--- config.mk ---
export PLATFORM = sky130hd
export DESIGN_NAME = bandai_eeprom_ctrl
export DESIGN_NICKNAME = d
export VERILOG_FILES = /design/src/rtl/bandai_eeprom_ctrl.sv
export SDC_FILE = /design/constraint.sdc
export NUM_CORES = 1
export LEC_CHECK = 0
export CORE_UTILIZATION = 50
export DETAILED_ROUTE_END_ITERATION = 7
export GPL_TIMING_DRIVEN = 0
export PLACE_DENSITY = 0.76
export SLEW_MARGIN = 20
export SYNTH_ARGS = -nofsm -noshare
export SYNTH_HDL_FRONTEND = slang
export SYNTH_SLANG_ARGS = --single-unit
--- constraint.sdc ---
create_clock -name CLK -period 4.2 [get_ports CLK]
set_clock_uncertainty 0.1 [all_clocks]
set_input_delay 0.42 -clock CLK [delete_from_list [all_inputs] [get_ports CLK]]
set_output_delay 0.42 -clock CLK [all_outputs]
set_load 0.01 [all_outputs]
--- src/rtl/bandai_eeprom_ctrl.sv ---
// Microwire master for a 93C46-class (x16) save EEPROM behind the mapper I/O ports C4h-C8h.
// Holds DATA/ADDR/OPC/CTRL registers, shifts start+opcode+address(+data) out on CS/SK/DI,
// captures read data from DO and optionally polls ready/busy after program/erase cycles.
`timescale 1ns/1ps
module bandai_eeprom_ctrl #(
    parameter int unsigned CLKDIV       = 4,
    parameter int unsigned ADDR_BITS    = 6,
    parameter int unsigned BUSY_TIMEOUT = 4096
) (
    input  logic       CLK,
    input  logic       RST,
    input  logic       SEL,
    input  logic [2:0] REG,
    input  logic       WR_STB,
    input  logic [7:0] WDATA,
    output logic [7:0] RDATA,
    output logic       EE_CS,
    output logic       EE_SK,
    output logic       EE_DI,
    input  logic       EE_DO,
    output logic       IRQ
);
    localparam int unsigned FRAME   = 3 + ADDR_BITS;
    localparam int unsigned BIT_T   = 2 * CLKDIV;
    localparam int unsigned TQ_W    = $clog2(BIT_T);
    localparam int unsigned CNT_MAX = (BUSY_TIMEOUT > FRAME + 16) ? BUSY_TIMEOUT : FRAME + 16;
    localparam int unsigned CNT_W   = $clog2(CNT_MAX + 1);

    typedef enum logic [2:0] {
        S_IDLE, S_CMD, S_WDATA, S_RDATA, S_GAP, S_POLL, S_FINISH
    } state_t;

    state_t               state_q, state_d;
    logic [TQ_W-1:0]      tq_q, tq_d;
    logic [CNT_W-1:0]     cnt_q, cnt_d;
    logic [15:0]          data_q, data_d, sh_q, sh_d;
    logic [ADDR_BITS-1:0] addr_q, addr_d;
    logic [1:0]           opc_q, opc_d;
    logic                 rd_q, rd_d, wr_q, wr_d, wait_q, wait_d;
    logic                 done_q, done_d, err_q, err_d, irq_q, irq_d;
    logic                 pend_q, pend_d;
    logic [3:0]           pend_cmd_q, pend_cmd_d;
    logic                 cs_q, cs_d, sk_q, sk_d, di_q, di_d;

    logic                 wr_c, busy_c, bit_end_c, end_c, finish_c;
    logic [3:0]           cmd_c;
    logic [FRAME-1:0]     frame_c, frame_sh_c;
    logic [15:0]          data_sh_c;

    assign wr_c      = SEL & WR_STB;
    assign busy_c    = (state_q != S_IDLE) && (state_q != S_FINISH);
    assign bit_end_c = (tq_q == TQ_W'(BIT_T - 1));
    assign frame_c   = {1'b1, opc_q, addr_q};

    // State and register file; async reset drops the serial lines immediately
    always_ff @(posedge CLK or posedge RST) begin
        if (RST) begin
            state_q    <= S_IDLE;
            tq_q       <= '0;
            cnt_q      <= '0;
            data_q     <= '0;
            sh_q       <= '0;
            addr_q     <= '0;
            opc_q      <= '0;
            rd_q       <= 1'b0;
            wr_q       <= 1'b0;
            wait_q     <= 1'b0;
            done_q     <= 1'b0;
            err_q      <= 1'b0;
            irq_q      <= 1'b0;
            pend_q     <= 1'b0;
            pend_cmd_q <= '0;
            cs_q       <= 1'b0;
            sk_q       <= 1'b0;
            di_q       <= 1'b0;
        end else begin
            state_q    <= state_d;
            tq_q       <= tq_d;
            cnt_q      <= cnt_d;
            data_q     <= data_d;
            sh_q       <= sh_d;
            addr_q     <= addr_d;
            opc_q      <= opc_d;
            rd_q       <= rd_d;
            wr_q       <= wr_d;
            wait_q     <= wait_d;
            done_q     <= done_d;
            err_q      <= err_d;
            irq_q      <= irq_d;
            pend_q     <= pend_d;
            pend_cmd_q <= pend_cmd_d;
            cs_q       <= cs_d;
            sk_q       <= sk_d;
            di_q       <= di_d;
        end
    end

    // Next-state: register writes, command acceptance, bit sequencing and line levels
    always_comb begin
        state_d    = state_q;
        tq_d       = tq_q;
        cnt_d      = cnt_q;
        data_d     = data_q;
        sh_d       = sh_q;
        addr_d     = addr_q;
        opc_d      = opc_q;
        rd_d       = rd_q;
        wr_d       = wr_q;
        wait_d     = wait_q;
        done_d     = done_q;
        err_d      = err_q;
        irq_d      = 1'b0;
        pend_d     = pend_q;
        pend_cmd_d = pend_cmd_q;
        cmd_c      = 4'h0;
        end_c      = 1'b0;
        finish_c   = 1'b0;
        frame_sh_c = '0;
        data_sh_c  = '0;
        cs_d       = 1'b0;
        sk_d       = 1'b0;
        di_d       = 1'b0;

        if (wr_c && !busy_c) begin
            unique case (REG)
                3'd0:    data_d[7:0]  = WDATA;
                3'd1:    data_d[15:8] = WDATA;
                3'd2:    addr_d       = ADDR_BITS'(WDATA);
                3'd3:    opc_d        = WDATA[1:0];
                default: ;
            endcase
        end

        unique case (state_q)
            S_IDLE: begin
                // A command parked during FINISH takes priority over a fresh write
                if (pend_q) begin
                    cmd_c  = pend_cmd_q;
                    pend_d = 1'b0;
                end else if (wr_c && REG == 3'd4) begin
                    cmd_c = WDATA[7:4];
                end
                unique case (cmd_c[2:0])
                    3'b000: ;
                    3'b001, 3'b010, 3'b100: begin
                        done_d  = 1'b0;
                        err_d   = 1'b0;
                        rd_d    = cmd_c[0];
                        wr_d    = cmd_c[1];
                        wait_d  = cmd_c[3];
                        tq_d    = '0;
                        cnt_d   = '0;
                        state_d = S_CMD;
                    end
                    default: begin
                        err_d  = 1'b1;
                        done_d = 1'b1;
                        irq_d  = 1'b1;
                    end
                endcase
            end
            S_CMD, S_WDATA, S_RDATA: begin
                tq_d = tq_q + TQ_W'(1);
                if (bit_end_c) begin
                    tq_d  = '0;
                    cnt_d = cnt_q + CNT_W'(1);
                    if (state_q == S_RDATA) begin
                        sh_d = {sh_q[14:0], EE_DO};
                    end
                    if (state_q == S_CMD) begin
                        if (cnt_q == CNT_W'(FRAME - 1)) begin
                            cnt_d = '0;
                            if (rd_q)      state_d = S_RDATA;
                            else if (wr_q) state_d = S_WDATA;
                            else           end_c   = 1'b1;
                        end
                    end else if (cnt_q == CNT_W'(15)) begin
                        end_c = 1'b1;
                        if (state_q == S_RDATA) begin
                            data_d = {sh_q[14:0], EE_DO};
                        end
                    end
                end
            end
            S_GAP: begin
                tq_d = tq_q + TQ_W'(1);
                if (bit_end_c) begin
                    tq_d    = '0;
                    cnt_d   = '0;
                    state_d = S_POLL;
                end
            end
            S_POLL: begin
                tq_d = tq_q + TQ_W'(1);
                if (bit_end_c) begin
                    tq_d = '0;
                    if (EE_DO) begin
                        finish_c = 1'b1;
                    end else if (cnt_q == CNT_W'(BUSY_TIMEOUT - 1)) begin
                        err_d    = 1'b1;
                        finish_c = 1'b1;
                    end else begin
                        cnt_d = cnt_q + CNT_W'(1);
                    end
                end
            end
            S_FINISH: begin
                state_d = S_IDLE;
                if (wr_c && REG == 3'd4) begin
                    pend_d     = 1'b1;
                    pend_cmd_d = WDATA[7:4];
                end
            end
            default: state_d = S_IDLE;
        endcase

        // END decision: either a CS gap before polling, or straight to FINISH
        if (end_c) begin
            tq_d  = '0;
            cnt_d = '0;
            if (wait_q) state_d  = S_GAP;
            else        finish_c = 1'b1;
        end
        if (finish_c) begin
            state_d = S_FINISH;
            done_d  = 1'b1;
            irq_d   = 1'b1;
        end

        // Line levels for the coming cycle; DI only moves at bit boundaries
        unique case (state_d)
            S_CMD: begin
                cs_d       = 1'b1;
                sk_d       = (tq_d >= TQ_W'(CLKDIV));
                frame_sh_c = frame_c << cnt_d;
                di_d       = frame_sh_c[FRAME-1];
            end
            S_WDATA: begin
                cs_d      = 1'b1;
                sk_d      = (tq_d >= TQ_W'(CLKDIV));
                data_sh_c = data_q << cnt_d;
                di_d      = data_sh_c[15];
            end
            S_RDATA, S_POLL: begin
                cs_d = 1'b1;
                sk_d = (tq_d >= TQ_W'(CLKDIV));
            end
            default: ;
        endcase
    end

    // Combinational read mux of the port window
    always_comb begin
        RDATA = 8'h00;
        if (SEL) begin
            unique case (REG)
                3'd0:    RDATA = data_q[7:0];
                3'd1:    RDATA = data_q[15:8];
                3'd2:    RDATA = 8'(addr_q);
                3'd3:    RDATA = {6'b0, opc_q};
                3'd4:    RDATA = {5'b0, err_q, done_q, busy_c};
                default: RDATA = 8'h00;
            endcase
        end
    end

    assign EE_CS = cs_q;
    assign EE_SK = sk_q;
    assign EE_DI = di_q;
    assign IRQ   = irq_q;

endmodule
Word level (Yosys, flattened, before mapping):

Cells that the tools add are included.
W data, S select, Z words.

* flip-flop bits (word level): 72
* input bits: 16
* output and inout bits: 12
* logic and storage cells: 142

* $add $sub $neg: 2
* $lt $le $gt $ge: 1
* eq/ne operators: 28
* shifts and indexed selects: 2
* multiplexer cells: 66
* bitwise operators: 1
* reduce and logical (&&, ||, !) cells: 24

Operator list (number)
* $mux W13: 9
* $mux W16: 6
* $pmux W13 S4: 1
* $pmux W8 S5: 1
* $mux W3: 13
* $eq A13 B4 Y1 const B: 2
* $mux W1: 24
* $mux W8: 3
* $eq A3 B2 Y1 const B: 7
* $eq A3 B3 Y1 const B: 7
* $shl A16 B13 Y16: 1
* $add A13 B1 Y13 const B: 1
* $eq A13 B12 Y1 const B: 1
* $shl A9 B13 Y9: 1
* $eq A3 B1 Y1 const B: 4
* $mux W4: 3
* $ne A2 B2 Y1 const B: 6
* $pmux W3 S4: 1
* $reduce_and A2 Y1: 6
* $logic_not A3 Y1: 3
* $pmux W1 S2: 4
* $reduce_or A4 Y1: 2
* $pmux W3 S2: 1
* $reduce_bool A2 Y1: 3
* other kinds (11): 14

Logic depth before layout (Yosys ltp):

* word-level depth: 15
* gate-level depth with buffers: 14
* mapped depth without buffers: 13

Worst setup path before layout:

No wires, ideal clock.

* kind: input to register
* start point: input port REG[1]
* end point: register di_q (netlist: EE_DI)
* setup time: 0.087 ns
* data arrival time: 3.206 ns
* data required time: 4.013 ns
* path slack: 0.807 ns
* cell stages on the path: 11
* buffers on the path: 1
* path through: or3b_1 -> buf_6 -> o41a_1 -> xnor2_2 -> o211ai_2 -> and2_1 -> a31oi_1 -> a41o_1 -> or4_1 -> a211o_1 -> a211oi_2

* word-level cells in the longest chain between the ends: 14
* elaborated cells on any way between the ends: 22
* those cells by class: eq/ne: 6; shift: 2; mux: 12; reduce/logical: 2

RTL lines
* from (decl): line 13 `input logic [2:0] REG,`
* $eq A3 B3 Y1 (*): line 140 `end else if (wr_c && REG == 3'd4) begin`
* $logic_and A1 B1 Y1 (*): line 140
* $mux W4 (*): line 140
* $mux W4 (*): line 137 `if (pend_q) begin`
* $mux W4 (*): line 134 `unique case (state_q)`
* $eq A3 B1 Y1, or another cell as far along: line 143 `unique case (cmd_c[2:0])`
* $reduce_or A3 Y1 (*): line 143
* branches (longest 6 deep; another with $shl A16 B13 Y16)
* $pmux W1 S2 (*): line 231 `unique case (state_d)`
* net di_d: line 43 `logic cs_q, cs_d, sk_q, sk_d, di_q, di_d;`
* to (signal assigned): line 94 `di_q <= di_d;`
* to (decl): line 43

Mark *: on every way through the listed nets, which the timed path passes. The select of a mux whose other input is x is not followed.
A chain may end at the register's enable or synchronous reset.

Worst setup path in the final report:

* start point: input port REG[2]
* end point: register di_q (netlist: EE_DI)

The elaborated chain is that of the path after synthesis.

==> metrics.csv <==
stage;metric;value;unit
timing;fmax;249;MHz
grt;grt_use_total;27.0;%
drt;drt.antenna.violating_nets;0;
timing;timing.slew.headroom;33.4;%
grt;groute.layer.met2.usage;44.5;%
power_and_ir_drop;post_route_total_power;1.26;mW
worst_setup_path;startpoint_type;input port;
worst_setup_path;data_arrival_time_of_the_critical_path;4.19;ns
grt;top_usage_layer;met2;
drt;detailedRoute.firstIterationViolations;260;
grt;grt.met3_usage;5.06;%
timing;timing_hold_violations_final;0;
grt;grt_first_pass_wirelength;20200;µm
drt;wl;12100;µm
placed_design;pre_cts_slack;-0.166;ns
worst_setup_path;critPathSlowestCell;sky130_fd_sc_hd__clkdlybuf4s50_1;
timing;final-setup-viol-count;0;
grt;first_global_vias;3893;
floorplan;die_x;96.8;µm
worst_setup_path;ff2ff_setup_slack;0.37;ns
cts;tritoncts;done;
placed_design;post_detail_place_hpwl;9010;µm
floorplan;count_of_boundary_i_o_pins;28;
worst_setup_path;timing.critical_path.cells;clkdlybuf4s50_1 -> or3b_1 -> buf_6 -> o41a_1 -> xnor2_2 -> o211ai_2 -> nand3_1 -> nand2_2 -> a2111oi_0 -> or4_1 -> a211o_1 -> a211oi_2;
yosys;yosysWarningCount;0;
placed_design;placedInstanceArea;4930;µm²
cts;clkSlewWorstSetupHoldPaths;0.08;ns
yosys;netlist_top_cells_count;sky130_fd_sc_hd__dfrtp_1 (72), sky130_fd_sc_hd__nand2_1 (50), sky130_fd_sc_hd__nor2_1 (44);
worst_setup_path;cp_num_buf_inv;2;
timing;post-route-period-util;95.7;%
cts;clock_tree_root_buffer_cell;sky130_fd_sc_hd__clkbuf_8;
worst_setup_path;critPathTopFamily;simple AND/OR/NAND/NOR gates;
floorplan;core-area;8720;µm²
yosys;ys.flop_type;sky130_fd_sc_hd__dfrtp_1;
finish;area_delta_synth_final;13.6;%
yosys;synth-edff-count;0;
drt;num_vias;4044;
timing;report.final.slew_viol_count;0;
finish;layout.filler_cells;783;
floorplan;die_area;9370;µm²
cts;clock-sinks;72;
worst_setup_path;critical_path_max_stage_delay;0.57;ns
placed_design;port_buffers;27;
cts;tritoncts.num_buffers;9;
worst_setup_path;cp.required;4.37;ns
timing;final.min_clock_period;4.02;ns
yosys;synth_seq_area_share;40.1;%
finish;drive_gt1_share;12.8;%
yosys;synth.ff_latch_count;72;
cts;ctsHoldBuffers;0;
drt;drt-wirelength-per-cell;19.0;µm
hold_path;holdCritPathClass;input port to async pin;
power_and_ir_drop;power.static_leakage;2.21;nW
finish;num-nets-final;546;
yosys;number_of_instances_in_the_synthesized_netlist;486;
grt;antenna_found_initial;0;
yosys;yosys.area.top_type_share;40.1;%
timing;hold_ws;0.275;ns
finish;diodes_inserted;0;
timing;worstMarginPinSlew;0.989;ns
yosys;synthDistinctLibCells;70;
drt;route.detailed.drc;0;
cts;clk_path_buf_depth;2;
grt;global_route.usage.met1;35.5;%
yosys;top_cell_type_by_total_area_after_synthesis;sky130_fd_sc_hd__dfrtp_1;
placed_design;place_congestion;0.999;
status;outcome;completed;
worst_setup_path;crit_path_max_fanout;10;
finish;design_area;5100;µm²
grt;maximum_number_of_pins_on_one_net_before_global_route_repair;52;
worst_setup_path;timing.critical_path.to_type;flop;
yosys;synth.most_common_cell;sky130_fd_sc_hd__dfrtp_1;
yosys;async_reset_ff_share;100;%
yosys;syn-mean-instance-area;9.24;µm²
floorplan;dieHeight;96.8;µm
drt;detail_route.first_pass.iterations;6;
worst_setup_path;crit_path_class;input port to flop;
grt;overflow;0;
timing;final_critical_path_setup_slack;0.181;ns
yosys;synth.area.top_cells;sky130_fd_sc_hd__dfrtp_1 (40%), sky130_fd_sc_hd__mux2_2 (7.3%), sky130_fd_sc_hd__mux2i_1 (4.9%), sky130_fd_sc_hd__nand2_1 (4.2%), sky130_fd_sc_hd__o21ai_0 (4.1%);
yosys;synthesis.area;4490;µm²
power_and_ir_drop;irDropWorstVdd;0.000194;V
drt;via_to_cell_ratio;6.34;
cts;clk_latency;0.35;ns
flow_run;max_cap_violations;0;
power_and_ir_drop;p_per_area;246;nW/µm²
floorplan;num_rows;34;
cts;cts.htree.levels;3;
yosys;synthesis.nets;506;
floorplan;initial_core_util;51.5;%
==> cell families after synthesis <==
kind of cell    count (synthesis)  synth area share, %
buf+inv                        43                 3.98
simple gates                  178                 20.2
flops                          72                 40.1
xor+xnor                        3                0.752
mux                            53                 13.2
compound gates                133                 20.7
fa+ha+maj                       4                 1.11
==> path summary, 6_finish.rpt <==
kind,depth (start not counted),to,from
worst max-delay path,12,EE_DI$_DFF_PP0_,REG[2]
worst min-delay path,2,done_q$_DFFE_PP0P_,RST
worst max register to register,13,EE_DI$_DFF_PP0_,tq_q[1]$_DFF_PP0_
worst min register to register,1,done_q$_DFFE_PP0P_,done_q$_DFFE_PP0P_
max in group asynchronous,3,state_q[2]$_DFF_PP0_,RST
min in group CLK,1,done_q$_DFFE_PP0P_,done_q$_DFFE_PP0P_
==> what timing repair did <==
item	4_1_cts	5_1_grt
setup endpoints to repair	0	1
gates resized for setup	0	3
setup buffers	0	1
==> report_power, final <==
| part | switching (mW) | internal (mW) |
|---|---|---|
| clock | 0.272 | 0.211 |
| combinational | 0.0444 | 0.0331 |
| sequential | 0.00189 | 0.694 |
==> stage by stage <==
step            TNS, ns  utilization [%]  std cells
2_1_floorplan         0                -        486
6_report              0             58.5        638
4_1_cts               0             58.4        637
5_1_grt        -0.00102             58.5        638
3_5_place_dp     -0.166             56.5        622
3_3_place_gp     -0.178             56.2        621
==> layout by cell type, fill, tap and decap left out, types with 3 or more instances in the layout <==
master / instances
sky130_fd_sc_hd__nand3_1: 12
sky130_fd_sc_hd__a22oi_1: 3
sky130_fd_sc_hd__clkbuf_8: 9
sky130_fd_sc_hd__o31ai_1: 3
sky130_fd_sc_hd__nor3_1: 8
sky130_fd_sc_hd__a211oi_1: 4
sky130_fd_sc_hd__nor2b_1: 7
sky130_fd_sc_hd__and2_1: 7
sky130_fd_sc_hd__inv_1: 18
sky130_fd_sc_hd__o211ai_2: 3
sky130_fd_sc_hd__or3_1: 6
sky130_fd_sc_hd__nor2_1: 44
sky130_fd_sc_hd__o22ai_1: 4
sky130_fd_sc_hd__and4_1: 3
sky130_fd_sc_hd__dfrtp_1: 72
sky130_fd_sc_hd__or2_2: 3
sky130_fd_sc_hd__nand2_1: 49
sky130_fd_sc_hd__o41a_1: 3
sky130_fd_sc_hd__a21oi_1: 20
sky130_fd_sc_hd__ha_1: 4
sky130_fd_sc_hd__mux2i_1: 22
sky130_fd_sc_hd__or4_1: 3
sky130_fd_sc_hd__nor4_1: 3
sky130_fd_sc_hd__and3_1: 11
sky130_fd_sc_hd__and3b_1: 3
sky130_fd_sc_hd__o221ai_1: 4
sky130_fd_sc_hd__o21a_1: 3
sky130_fd_sc_hd__nand4_1: 5
sky130_fd_sc_hd__o211ai_1: 6
sky130_fd_sc_hd__a21o_1: 9
sky130_fd_sc_hd__a31oi_1: 6
sky130_fd_sc_hd__a32oi_1: 3
sky130_fd_sc_hd__o21ai_0: 37
sky130_fd_sc_hd__mux2_2: 29
sky130_fd_sc_hd__clkdlybuf4s50_1: 27
sky130_fd_sc_hd__clkbuf_1: 18
sky130_fd_sc_hd__nand2b_1: 3
==> flip-flops by register name, summed over array words and instances (netlist names), 2 cells and up <==
register    flops
data_q         16
sh_q           15
cnt_q          13
addr_q          6
pend_cmd_q      4
state_q         3
tq_q            3
opc_q           2
==> metal layers <==
layer | vias up | wire length, µm
met3 | 28 | 717
met4 | 0 | 317
li1 | 1873 | -
met2 | 157 | 5890
met5 | - | 0
met1 | 1986 | 5220
==> layout make-up <==
type / count / area (µm²) / area share [%]
buffer: 24 / 109 / 2.13
clock buffer: 10 / 128 / 2.50
clock inverter: 5 / 35.0 / 0.687
inverter: 19 / 73.8 / 1.45
multi-input combinational: 371 / 2510 / 49.3
sequential: 72 / 1800 / 35.3
tap: 108 / 135 / 2.65
timing repair buffer: 29 / 305 / 5.98
No activity file was read; power rests on OpenSTA's default activity.
